==> config.mk <==
export PLATFORM = sky130hd
export DESIGN_NAME = piso_serializer
export DESIGN_NICKNAME = d
export VERILOG_FILES = /design/src/rtl/piso_serializer.sv
export SDC_FILE = /design/constraint.sdc
export NUM_CORES = 1
export LEC_CHECK = 0
export ABC_AREA = 0
export CAP_MARGIN = 15
export CORE_MARGIN = 4
export CORE_UTILIZATION = 50
export CTS_CLUSTER_DIAMETER = 120
export DETAILED_ROUTE_END_ITERATION = 8
export GPL_ROUTABILITY_DRIVEN = 0
export PLACE_DENSITY = 0.86
export SYNTH_ARGS = -nofsm -noshare
export SYNTH_HDL_FRONTEND = slang
export SYNTH_SLANG_ARGS = --single-unit
export TNS_END_PERCENT = 50
==> constraint.sdc <==
create_clock -name clk -period 3.56 [get_ports clk]
set_input_delay 1.068 -clock clk [delete_from_list [all_inputs] [get_ports clk]]
set_output_delay 1.068 -clock clk [all_outputs]
set_load 0.01 [all_outputs]
==> src/rtl/piso_serializer.sv <==
// piso_serializer
//   Parametrised parallel-in serial-out shift register with a ready/valid
//   load handshake, downstream stall (shift_en) and frame-boundary flags.
//   Sits between a parallel word source and a serial line driver.
//
//   Parameters:
//     WIDTH     data word width (>= 2)
//     LSB_FIRST 1: bit 0 goes out first; 0: bit WIDTH-1 goes out first
//
//   Ports:
//     clk        rising-edge clock
//     rst        synchronous active-high reset, overrides everything
//     d          parallel word to load
//     load_valid source has a word on d
//     load_ready block accepts d this cycle (combinational)
//     shift_en   downstream consumes the current serial bit this cycle
//     so         serial data out (registered)
//     so_valid   so holds a valid bit
//     first      so is the first bit of the frame
//     last       so is the final bit of the frame
//     busy       frame in progress
//
//   Optional build macro:
//     PISO_PARITY_EN  append an even-parity bit (XOR of the word) after the
//                     data bits; the frame becomes WIDTH+1 bits and last
//                     marks the parity bit.
module piso_serializer #(
  parameter int WIDTH     = 8,
  parameter bit LSB_FIRST = 1'b1
) (
  input  logic             clk,
  input  logic             rst,
  input  logic [WIDTH-1:0] d,
  input  logic             load_valid,
  output logic             load_ready,
  input  logic             shift_en,
  output logic             so,
  output logic             so_valid,
  output logic             first,
  output logic             last,
  output logic             busy
);

`ifdef PISO_PARITY_EN
  localparam int FRAME = WIDTH + 1;
`else
  localparam int FRAME = WIDTH;
`endif
  localparam int CW = $clog2(WIDTH + 1);
  localparam logic [CW-1:0] LAST_CNT = CW'(FRAME - 1);

  localparam logic [0:0] S_IDLE  = 1'b0;
  localparam logic [0:0] S_SHIFT = 1'b1;

  logic [0:0]       state;
  logic [CW-1:0]    cnt;
  logic [WIDTH-1:0] sreg;
  logic [WIDTH-1:0] sreg_nxt;
  logic             bit_nxt;
  logic             bit_load;
  logic             at_last;
  logic             load;

  assign busy     = (state == S_SHIFT);
  assign so_valid = busy;
  assign at_last  = busy && (cnt == LAST_CNT);
  assign first    = busy && (cnt == '0);
  assign last     = at_last;

  // A new word is accepted while idle, or on the very edge that consumes the
  // final bit so frames can run back to back with no idle gap.
  assign load_ready = !busy || (at_last && shift_en);
  assign load       = load_valid && load_ready;

  // sreg always holds the word aligned so that the bit currently on so sits
  // at the output end; the next bit is therefore the neighbour after a shift.
  always_comb begin
    sreg_nxt = LSB_FIRST ? (sreg >> 1) : (sreg << 1);
    bit_nxt  = LSB_FIRST ? sreg_nxt[0] : sreg_nxt[WIDTH-1];
    bit_load = LSB_FIRST ? d[0] : d[WIDTH-1];
  end

`ifdef PISO_PARITY_EN
  logic par;

  always_ff @(posedge clk) begin
    if (rst)       par <= 1'b0;
    else if (load) par <= ^d;
  end
`endif

  always_ff @(posedge clk) begin
    if (rst) begin
      state <= S_IDLE;
      cnt   <= '0;
      sreg  <= '0;
      so    <= 1'b0;
    end else if (load) begin
      state <= S_SHIFT;
      cnt   <= '0;
      sreg  <= d;
      so    <= bit_load;
    end else if (busy && shift_en) begin
      if (at_last) begin
        // frame done, nothing queued: park with so low
        state <= S_IDLE;
        cnt   <= '0;
        so    <= 1'b0;
      end else begin
        cnt  <= cnt + CW'(1);
        sreg <= sreg_nxt;
`ifdef PISO_PARITY_EN
        // after the last data bit the stored parity goes out
        if (cnt == CW'(WIDTH - 1)) so <= par;
        else                       so <= bit_nxt;
`else
        so   <= bit_nxt;
`endif
      end
    end
  end

endmodule

# Yosys cells after proc, flatten, opt, wreduce, memory -nomap -nowiden
# Index checks and enable logic that the tools add are counted.
[op_classes]
n_reduce_logical = 13
n_bitwise = 0
n_mux = 10
n_addsub = 1
n_div = 0
n_eq_ne = 2
multipliers = 0
shifts = 0
n_lt_le_gt_ge = 0
[ops]
columns = ["cell", "n"]
rows = [
  ["8-bit two-way mux", 3],
  ["1-bit two-way mux", 6],
  ["1-bit logical AND", 5],
  ["4-bit by 1-bit adder with 4-bit output, second input constant", 1],
  ["4-bit by 3-bit equality test with 1-bit output, second input constant", 1],
  ["4-bit zero test", 1],
  ["4-bit two-way mux", 1],
  ["2-bit AND reduction", 2],
  ["2-bit nonzero test", 2],
  ["2-bit by 1-bit != test with 1-bit output, second input constant", 1],
  ["2-bit OR reduction", 1],
  ["1-bit zero test", 1],
  ["1-bit logical OR", 1],
]
[totals]
memories = 0
ramBits = 0
out_inout_bits = 6
mem_bits_ro = 0
regBits = 14
in_bits = 12
word_cells = 30
latchBits = 0

# Longest topological paths before layout
# Gate-level depths: netlist (run 1).
[logic_depth]
ltp_word = 7
ltp_mapped = 6
depth_no_buf = 5

# Worst setup path before layout (run 1)
# Ideal clock, no wire load.
[synth_path]
path_kind = "input-to-output"
startpoint = "input port shift_en"
endpoint = "output port load_ready"
t_arrival_ns = 1.323
path_slack_ns = 1.169
required_time_ns = 2.492
path_buffers = 0
path_stages = 2
cell_sequence = "nand4b_4 -> nand2_1"
[synth_via]
elab_chain_cells = 2
[synth_rtl]
columns = ["item", "line_no", "text"]
rows = [
  ["from (decl)", "36", "input logic shift_en,"],
  ["1-bit logical AND", "72", "assign load_ready = !busy || (at_last && shift_en);"],
  ["1-bit logical OR", "72", ""],
  ["to (decl)", "35", "output logic load_ready,"],
]
# No other way between the ends.

# Worst setup path in the final report (run 1)
# Same ends and word-level chain as after synthesis.

==> results of run 1 <==
metal layers:
| layer | track usage | share of wire |
|---|---|---|
| met5 | 0 | 0 |
| met4 | 0.0351 | 0.0037 |
| met3 | 0.0237 | 0.070 |
| met2 | 0.267 | 0.46 |
| met1 | 0.175 | 0.47 |
report_power, final:
part           internal, mW  switching, mW
logic                0.0331         0.0276
registers             0.154        0.00730
clock network        0.0433         0.0450
total                 0.231         0.0800
per-stage QoR:
stage | utilization | hold slack (ns) | power (mW) | cell area, µm² | worst slack (ns)
floorplan | - | 0.455 | 0.200 | 699 | 1.17
global placement | 0.663 | 0.474 | 0.225 | 873 | 0.140
detailed placement | 0.663 | 0.483 | 0.226 | 873 | 0.119
CTS | 0.683 | 0.499 | 0.313 | 900 | 0.111
global route | 0.683 | 0.515 | 0.327 | 900 | 0.0746
finish | 0.683 | 0.500 | 0.311 | 900 | 0.119
critical path, stage by stage:
cell,delay (ns)
clkdlybuf4s50_1,0.57
nand4b_4,0.12
nand2_1,0.08
clkdlybuf4s50_1,0.53
final cells by class:
cell class                 count  area, µm²  share of cell area
multi-input combinational     59        409               0.455
sequential                    13        260               0.289
timing repair buffer          18        178               0.197
clock buffer                   4       26.3              0.0292
tap                           15       18.8              0.0209
inverter                       2       7.51             0.00834
sequential cells by signal, indices dropped and copies added (netlist names):
name / flops
cnt: 4
busy: 1
sreg: 7
so: 1
synthesized netlist by cell type (all sizes together) (2+ instances only):
library cell,number
a21oi,2
and2,3
buf,2
clkbuf,2
dfxtp,13
ha,2
inv,2
mux2i,2
nand2,3
nor2,15
nor3,8
nor4,6
xor2,2
kinds of logic (layout without fill, tap and decap cells):
logic type / after synthesis / in the layout / share of synthesized area
AOI/OAI and AO/OA: 8 / 8 / 0.114
xor gates and xnor gates: 2 / 2 / 0.0250
adders and majority gates: 2 / 2 / 0.0358
buffers and inverters: 6 / 24 / 0.0429
DFF: 13 / 13 / 0.372
muxes: 3 / 3 / 0.0447
and+or+nand+nor: 44 / 44 / 0.365
how the worst max path moves through the flow:
stage	endpoint	slack (ns)	depth (start not counted)
6_report	load_ready	0.12	4
5_1_grt	load_ready	0.07	4
4_1_cts	load_ready	0.11	4
3_5_place_dp	load_ready	0.12	4
3_3_place_gp	load_ready	0.14	4
2_1_floorplan	load_ready	1.17	2
==> flow_summary.json, run 1 <==
{
  "synth_edf_count": 0,
  "n_fill_cell": 108,
  "r2r_start": "cnt[1]$_SDFFE_PP0P_",
  "cts_tree": "done",
  "syn_inst": 78,
  "grt_antenna_before_repair": 0,
  "cts_hold_buffers": 0,
  "fmax_mhz": 291,
  "core_um2": 1320,
  "crit_type": "in -> out",
  "layout.cells.most_common": "clkdlybuf4s50_1",
  "htreeDepth": 1,
  "die_x_um": 45.4,
  "place.port_buffers": 17,
  "synth_cell_types": 30,
  "final_nets": 111,
  "fp-row-count": 13,
  "final.setup_skew_ns": 0.00316,
  "area_growth_pct": 28.6,
  "pin_count": 18,
  "period_minus_slack_ns": 3.44,
  "grt_max_degree": 15,
  "finalNonFillerCells": 111,
  "grt.total_usage": 0.146,
  "clock_path_buffers": 2,
  "hold_path.class": "reg -> reg",
  "holdCritStartpoint": "sreg[2]$_SDFFE_PP0P_",
  "period_share": 0.967,
  "netlist_area_um2": 699,
  "cp_data_required_time_ns": 2.49,
  "clk_pin_slew_ns": 0.08,
  "max-vdd-ir-drop_uv": 253,
  "synth_ff_type": "dfxtp_1",
  "power_density_nw_per_um2": 345,
  "routed_wirelength_mm": 1.34,
  "cts-buffers-inserted": 3,
  "hold_viol_final": 0,
  "avgSynthCellArea_um2": 8.97,
  "post_drt_via_cell_ratio": 5.42,
  "seq_area_frac_synth": 0.372,
  "rsz0062_at_grt": "false",
  "status": "complete, no violations",
  "grt_pass1_wl_mm": 2.30,
  "fp.dieH_um": 45.4,
  "gr-total-overflow": 0,
  "async_flop_share": 0,
  "n_antenna_cell": 0,
  "worstPathArrival_ns": 2.37,
  "first_pass_iters": 4,
  "start_util": 0.531,
  "postRouteAntennaNets": 0,
  "post-synth-top-area-cell": "dfxtp_1",
  "synth_top_area_share": 0.372,
  "setup_viol": 0,
  "synth_seq_cells": 13,
  "wl_per_cell_um": 12.1,
  "max_slew_margin": 0.643,
  "dp.cells": 107,
  "drc": 0,
  "rrSetupSlack_ns": 1.87,
  "cts_resized": 0,
  "syn_nets": 92,
  "postCtsSetupRepairBufs": 0,
  "cap_violations": 0,
  "slew_viol_final": 0,
  "cts_sinks": 13,
  "layout.cells.most_common_list": "clkdlybuf4s50_1, nor2_1, dfxtp_1",
  "clock_latency_ns": 0.26,
  "yosys_warnings": 0,
  "cp-start-kind": "input pin",
  "drive_gt1_frac": 0.115,
  "root_buffer": "clkbuf_4",
  "vias": 602,
  "whs_endpoint": "sreg[2]$_SDFFE_PP0P_",
  "rr_endpoint": "so$_SDFFE_PP0P_",
  "worstMarginPinSlew_ns": 0.533,
  "cp-startpoint": "shift_en",
  "setup_tns_ns": 0,
  "cp_max_fo": 5,
  "grt_pass1_vias": 549,
  "die_area_um2": 2060,
  "hold_path_depth": 2,
  "dp_hpwl_um": 970,
  "synth_area_leaders": "dfxtp_1, nor2_1, nor3_1",
  "power_leakage_nw": 0.351,
  "r2r_cells": 6,
  "drt-initial-drc-count": 9,
  "worst_setup_path_end_kind": "output port"
}
(Power assumes the default switching activity.)
==> run 2, diff against run 1 <==
--- a/config.mk
+++ b/config.mk
@@ -8,11 +8,11 @@
 export ABC_AREA = 0
 export CAP_MARGIN = 15
 export CORE_MARGIN = 4
-export CORE_UTILIZATION = 50
+export CORE_UTILIZATION = 46
 export CTS_CLUSTER_DIAMETER = 120
 export DETAILED_ROUTE_END_ITERATION = 8
 export GPL_ROUTABILITY_DRIVEN = 0
-export PLACE_DENSITY = 0.86
+export PLACE_DENSITY = 0.8
 export SYNTH_ARGS = -nofsm -noshare
 export SYNTH_HDL_FRONTEND = slang
 export SYNTH_SLANG_ARGS = --single-unit
==> constraint.sdc (replaced) <==
create_clock -name clk -period 3.89 [get_ports clk]
set_input_delay 1.167 -clock clk [delete_from_list [all_inputs] [get_ports clk]]
set_output_delay 1.167 -clock clk [all_outputs]
set_load 0.01 [all_outputs]
==> run 2 against run 1 <==
  * Wire length increased by 5.1%
  * Sequential share of layout area increased by 0.24 points
  * Clock-buffer cell count unchanged
  * Clock power decreased by 3.2%
  * Largest power group unchanged
  * Sequential power decreased by 9%
  * Highest routed layer unchanged
  * Global-route usage increased by 0.93 points
  * Flip-flop and latch count unchanged
  * Non-clock buffer count decreased by 1
  * Final cell count decreased by 0.90%
  * Power decreased by 6.9%
  * Utilization decreased by 3.0 points
  * Combinational power decreased by 8.2%
==> flow_summary.json, run 2 (synthesis results as in run 1) <==
{
  "status": "complete, no violations",
  "vias": 604,
  "cts_tree": "done",
  "power_density_nw_per_um2": 324,
  "cts_sinks": 13,
  "dp_hpwl_mm": 1.06,
  "dp.cells": 106,
  "path_cells": "clkdlybuf4s50_1 -> nand4b_4 -> nand2_1 -> clkdlybuf4s50_1",
  "start_util": 0.512,
  "rsz0062_at_grt": "false",
  "placed_area_um2": 866,
  "largest_register": "sreg",
  "max_slew_margin": 0.660,
  "postRouteAntennaNets": 0,
  "postCtsSetupRepairBufs": 0,
  "hold_path_depth": 2,
  "final_nets": 110,
  "layout.cells.most_common_list": "clkdlybuf4s50_1, nor2_1, dfxtp_1",
  "finalWorstSetupSlack_ns": 0.203,
  "cpMostUsedCell": "clkdlybuf4s50_1",
  "finalNonFillerCells": 110,
  "root_buffer": "clkbuf_4",
  "grt_antenna_before_repair": 0,
  "drive_gt1_frac": 0.105,
  "setup_tns_ns": 0,
  "drt-initial-drc-count": 8,
  "setup_viol": 0,
  "hold_viol_final": 0,
  "clock_path_buffers": 2,
  "cap_violations": 0,
  "r2r_start": "busy$_SDFFE_PP0P_",
  "worst_hold_slack_ns": 0.501,
  "n_antenna_cell": 0,
  "preCtsSetupSlack_ns": 0.200,
  "design_area_um2": 892,
  "cp_slowest_cell": "clkdlybuf4s50_1",
  "cts-buffers-inserted": 3,
  "worstPathArrival_ns": 2.52,
  "multiInputGateArea_um2": 409,
  "fmax_mhz": 271,
  "postLayoutCoreUtil": 0.653,
  "htreeDepth": 1,
  "clock_latency_ns": 0.28,
  "place.port_buffers": 17,
  "gr-total-overflow": 0,
  "cp-start-kind": "input pin",
  "pin_count": 18,
  "grt_pass1_vias": 542,
  "drc": 0,
  "post_drt_via_cell_ratio": 5.49,
  "cp_data_required_time_ns": 2.72,
  "die_x_um": 47.0,
  "whs_endpoint": "sreg[3]$_SDFFE_PP0P_",
  "hold_path.class": "reg -> reg",
  "fp.dieH_um": 47.0,
  "holdCritStartpoint": "sreg[3]$_SDFFE_PP0P_",
  "top_regs": "sreg (7), cnt (4)",
  "fp-row-count": 13,
  "n_fill_cell": 129,
  "rrSetupSlack_ns": 2.25,
  "period_share": 0.948,
  "grt_max_degree": 15,
  "cts_hold_buffers": 0,
  "r2r_cells": 4,
  "worst_setup_path_end_kind": "output port",
  "grt_pass1_wl_mm": 2.33,
  "cp_max_fo": 5,
  "finalPower_uw": 289,
  "clk_pin_slew_ns": 0.08,
  "largest_reg_flops": 7,
  "crit_type": "in -> out",
  "grt.total_usage": 0.156,
  "max-vdd-ir-drop_uv": 212,
  "area_growth_pct": 27.5,
  "power_leakage_nw": 0.347,
  "worstMarginPinSlew_ns": 0.509,
  "die_area_um2": 2210,
  "cpPeakStageDelay_ns": 0.57,
  "rr_endpoint": "sreg[1]$_SDFFE_PP0P_",
  "final.setup_skew_ns": 0.00380,
  "period_minus_slack_ns": 3.69,
  "regArea_um2": 260,
  "cts_resized": 0,
  "wl_per_cell_um": 12.8,
  "core_um2": 1370,
  "first_pass_iters": 4,
  "layout.cells.most_common": "clkdlybuf4s50_1",
  "slew_viol_final": 0,
  "routed_wirelength_mm": 1.41,
  "cp-startpoint": "shift_en"
}
[run 2: cell types whose count changed in the layout (fill, tap and decap cells not counted), sizes merged]
| cell | delta |
|---|---|
| buf | -1 |
[run 2: report_power, final]
group | leakage, nW | internal, mW | switching [mW] | total [mW]
Clock | 0.0150 | 0.0398 | 0.0456 | 0.0855
Combinational | 0.225 | 0.0303 | 0.0254 | 0.0557
Sequential | 0.107 | 0.141 | 0.00682 | 0.148
[run 2: metal layers]
layer  track usage  vias to the layer above  part of all wire  wire length [µm]
li1              -                      316                 -                 -
met1         0.184                      272              0.46               644
met2         0.236                       12              0.47               664
met3        0.0575                        4             0.052                73
met4        0.0994                        0             0.019                27
met5             0                        -                 0                 0
[run 2: worst max-delay path by stage]
| stage | end | slack, ns | depth (start not counted) |
|---|---|---|---|
| 3_3_place_gp | load_ready | 0.21 | 4 |
| 4_1_cts | load_ready | 0.20 | 4 |
| 5_1_grt | load_ready | 0.15 | 4 |
| 3_5_place_dp | load_ready | 0.20 | 4 |
| 2_1_floorplan | load_ready | 1.30 | 2 |
| 6_report | load_ready | 0.20 | 4 |
[run 2: final cells by class]
cell class              instances  area share
multi-input cells              59       0.459
flip-flops and latches         13       0.292
repair buffers                 17       0.191
clock buffers                   4      0.0295
well taps                      15      0.0210
inverters                       2     0.00842
[run 2: critical path: cells and delay by family]
kind	cells	cell delay (ns)
and+or+nand+nor	2	0.26
buffers and inverters	2	1.10
==> run 3, diff against run 2 <==
--- a/config.mk
+++ b/config.mk
@@ -8,11 +8,11 @@
 export ABC_AREA = 0
 export CAP_MARGIN = 15
 export CORE_MARGIN = 4
-export CORE_UTILIZATION = 46
+export CORE_UTILIZATION = 50
 export CTS_CLUSTER_DIAMETER = 120
 export DETAILED_ROUTE_END_ITERATION = 8
 export GPL_ROUTABILITY_DRIVEN = 0
-export PLACE_DENSITY = 0.8
+export PLACE_DENSITY = 0.86
 export SYNTH_ARGS = -nofsm -noshare
 export SYNTH_HDL_FRONTEND = slang
 export SYNTH_SLANG_ARGS = --single-unit
==> constraint.sdc (replaced) <==
create_clock -name clk -period 4.7 [get_ports clk]
set_input_delay 1.41 -clock clk [delete_from_list [all_inputs] [get_ports clk]]
set_output_delay 1.41 -clock clk [all_outputs]
set_load 0.01 [all_outputs]
==> run 3 against run 2 <==
  * Clock skew down 0.00099 ns
  * Final area unchanged
  * Final cell count unchanged
  * Clock-buffer cell count unchanged
  * Critical endpoint unchanged
==> flow_summary.json, run 3 (synthesis results as in run 1) <==
{
  "grt_max_degree": 15,
  "placed_area_um2": 866,
  "die_x_um": 45.4,
  "crit_type": "in -> out",
  "r2r_start": "busy$_SDFFE_PP0P_",
  "finalNonFillerCells": 110,
  "drc": 0,
  "grt_pass1_wl_mm": 2.31,
  "power_density_nw_per_um2": 263,
  "largest_register": "sreg",
  "cap_violations": 0,
  "postCtsSetupRepairBufs": 0,
  "slew_viol_final": 0,
  "cp-startpoint": "shift_en",
  "period_minus_slack_ns": 4.20,
  "fp-row-count": 13,
  "routed_wirelength_mm": 1.36,
  "htreeDepth": 1,
  "grt_antenna_before_repair": 0,
  "dp_hpwl_mm": 1.03,
  "wl_per_cell_um": 12.3,
  "area_growth_pct": 27.5,
  "setup_viol": 0,
  "cp_data_required_time_ns": 3.29,
  "cts_resized": 0,
  "cts_tree": "done",
  "largest_reg_flops": 7,
  "max_slew_margin": 0.647,
  "cp-start-kind": "input pin",
  "holdCritStartpoint": "sreg[6]$_SDFFE_PP0P_",
  "drive_gt1_frac": 0.105,
  "place.port_buffers": 17,
  "layout.cells.most_common": "clkdlybuf4s50_1",
  "grt_pass1_vias": 575,
  "hold_viol_final": 0,
  "drt-initial-drc-count": 14,
  "setup_tns_ns": 0,
  "die_area_um2": 2060,
  "design_area_um2": 892,
  "n_antenna_cell": 0,
  "finalWorstSetupSlack_ns": 0.503,
  "clock_latency_ns": 0.26,
  "core_um2": 1320,
  "gr-total-overflow": 0,
  "fp.dieH_um": 45.4,
  "worstPathArrival_ns": 2.79,
  "root_buffer": "clkbuf_4",
  "top_regs": "sreg (7), cnt (4)",
  "cp_max_fo": 5,
  "worst_setup_path_end_kind": "output port",
  "final_nets": 110,
  "worstMarginPinSlew_ns": 0.528,
  "vias": 606,
  "power_leakage_nw": 0.347,
  "layout.cells.most_common_list": "clkdlybuf4s50_1, nor2_1, dfxtp_1",
  "start_util": 0.531,
  "final.setup_skew_ns": 0.00281,
  "preCtsSetupSlack_ns": 0.504,
  "dp.cells": 106,
  "cts_sinks": 13,
  "clk_pin_slew_ns": 0.08,
  "postLayoutCoreUtil": 0.677,
  "cts-buffers-inserted": 3,
  "first_pass_iters": 4,
  "max-vdd-ir-drop_uv": 212,
  "period_share": 0.893,
  "rsz0062_at_grt": "false",
  "fmax_mhz": 238,
  "hold_path.class": "reg -> reg",
  "pin_count": 18,
  "clock_path_buffers": 2,
  "cts_hold_buffers": 0,
  "postRouteAntennaNets": 0,
  "post_drt_via_cell_ratio": 5.51,
  "grt.total_usage": 0.148,
  "status": "complete, no violations"
}
run 3: cell counts in the layout (fill, tap and decap cells not counted):
Identical to the previous run, type by type.
run 3: metrics by stage:
stage                     total power, mW  hold WS (ns)
after floorplan                     0.151         0.455
after global placement              0.170         0.474
after detailed placement            0.171         0.482
after CTS                           0.236         0.501
after global routing                0.245         0.533
final                               0.235         0.501
run 3: worst paths after layout:
| path | to | slack, ns | depth (start not counted) |
|---|---|---|---|
| hold reg to reg | sreg[6]$_SDFFE_PP0P_ | 0.50 | 2 |
| setup / recovery | load_ready | 0.50 | 4 |
| setup reg to reg | sreg[3]$_SDFFE_PP0P_ | 3.05 | 4 |
| hold / removal | sreg[6]$_SDFFE_PP0P_ | 0.50 | 2 |
run 3: critical path, stage by stage:
cell and delay (ns):
clkdlybuf4s50_1 0.59, nand4b_4 0.16, nand2_1 0.10, clkdlybuf4s50_1 0.53
run 3: layer usage:
layer,global-route usage,wire (µm)
met4,0.0526,5
met3,0.0316,107
met1,0.183,574
met5,0,0
met2,0.251,669
run 3: final cells by class:
type	instances	area, µm²
Multi-Input combinational cell	59	409
Inverter	2	7.51
Clock buffer	4	26.3
Tap cell	15	18.8
Fill cell	109	425
Sequential cell	13	260
Timing Repair Buffer	17	170
run 3: report_power, final:
part / internal [mW] / total (mW) / switching (mW)
Sequential: 0.117 / 0.122 / 0.00526
Clock: 0.0327 / 0.0668 / 0.0340
Combinational: 0.0250 / 0.0461 / 0.0210
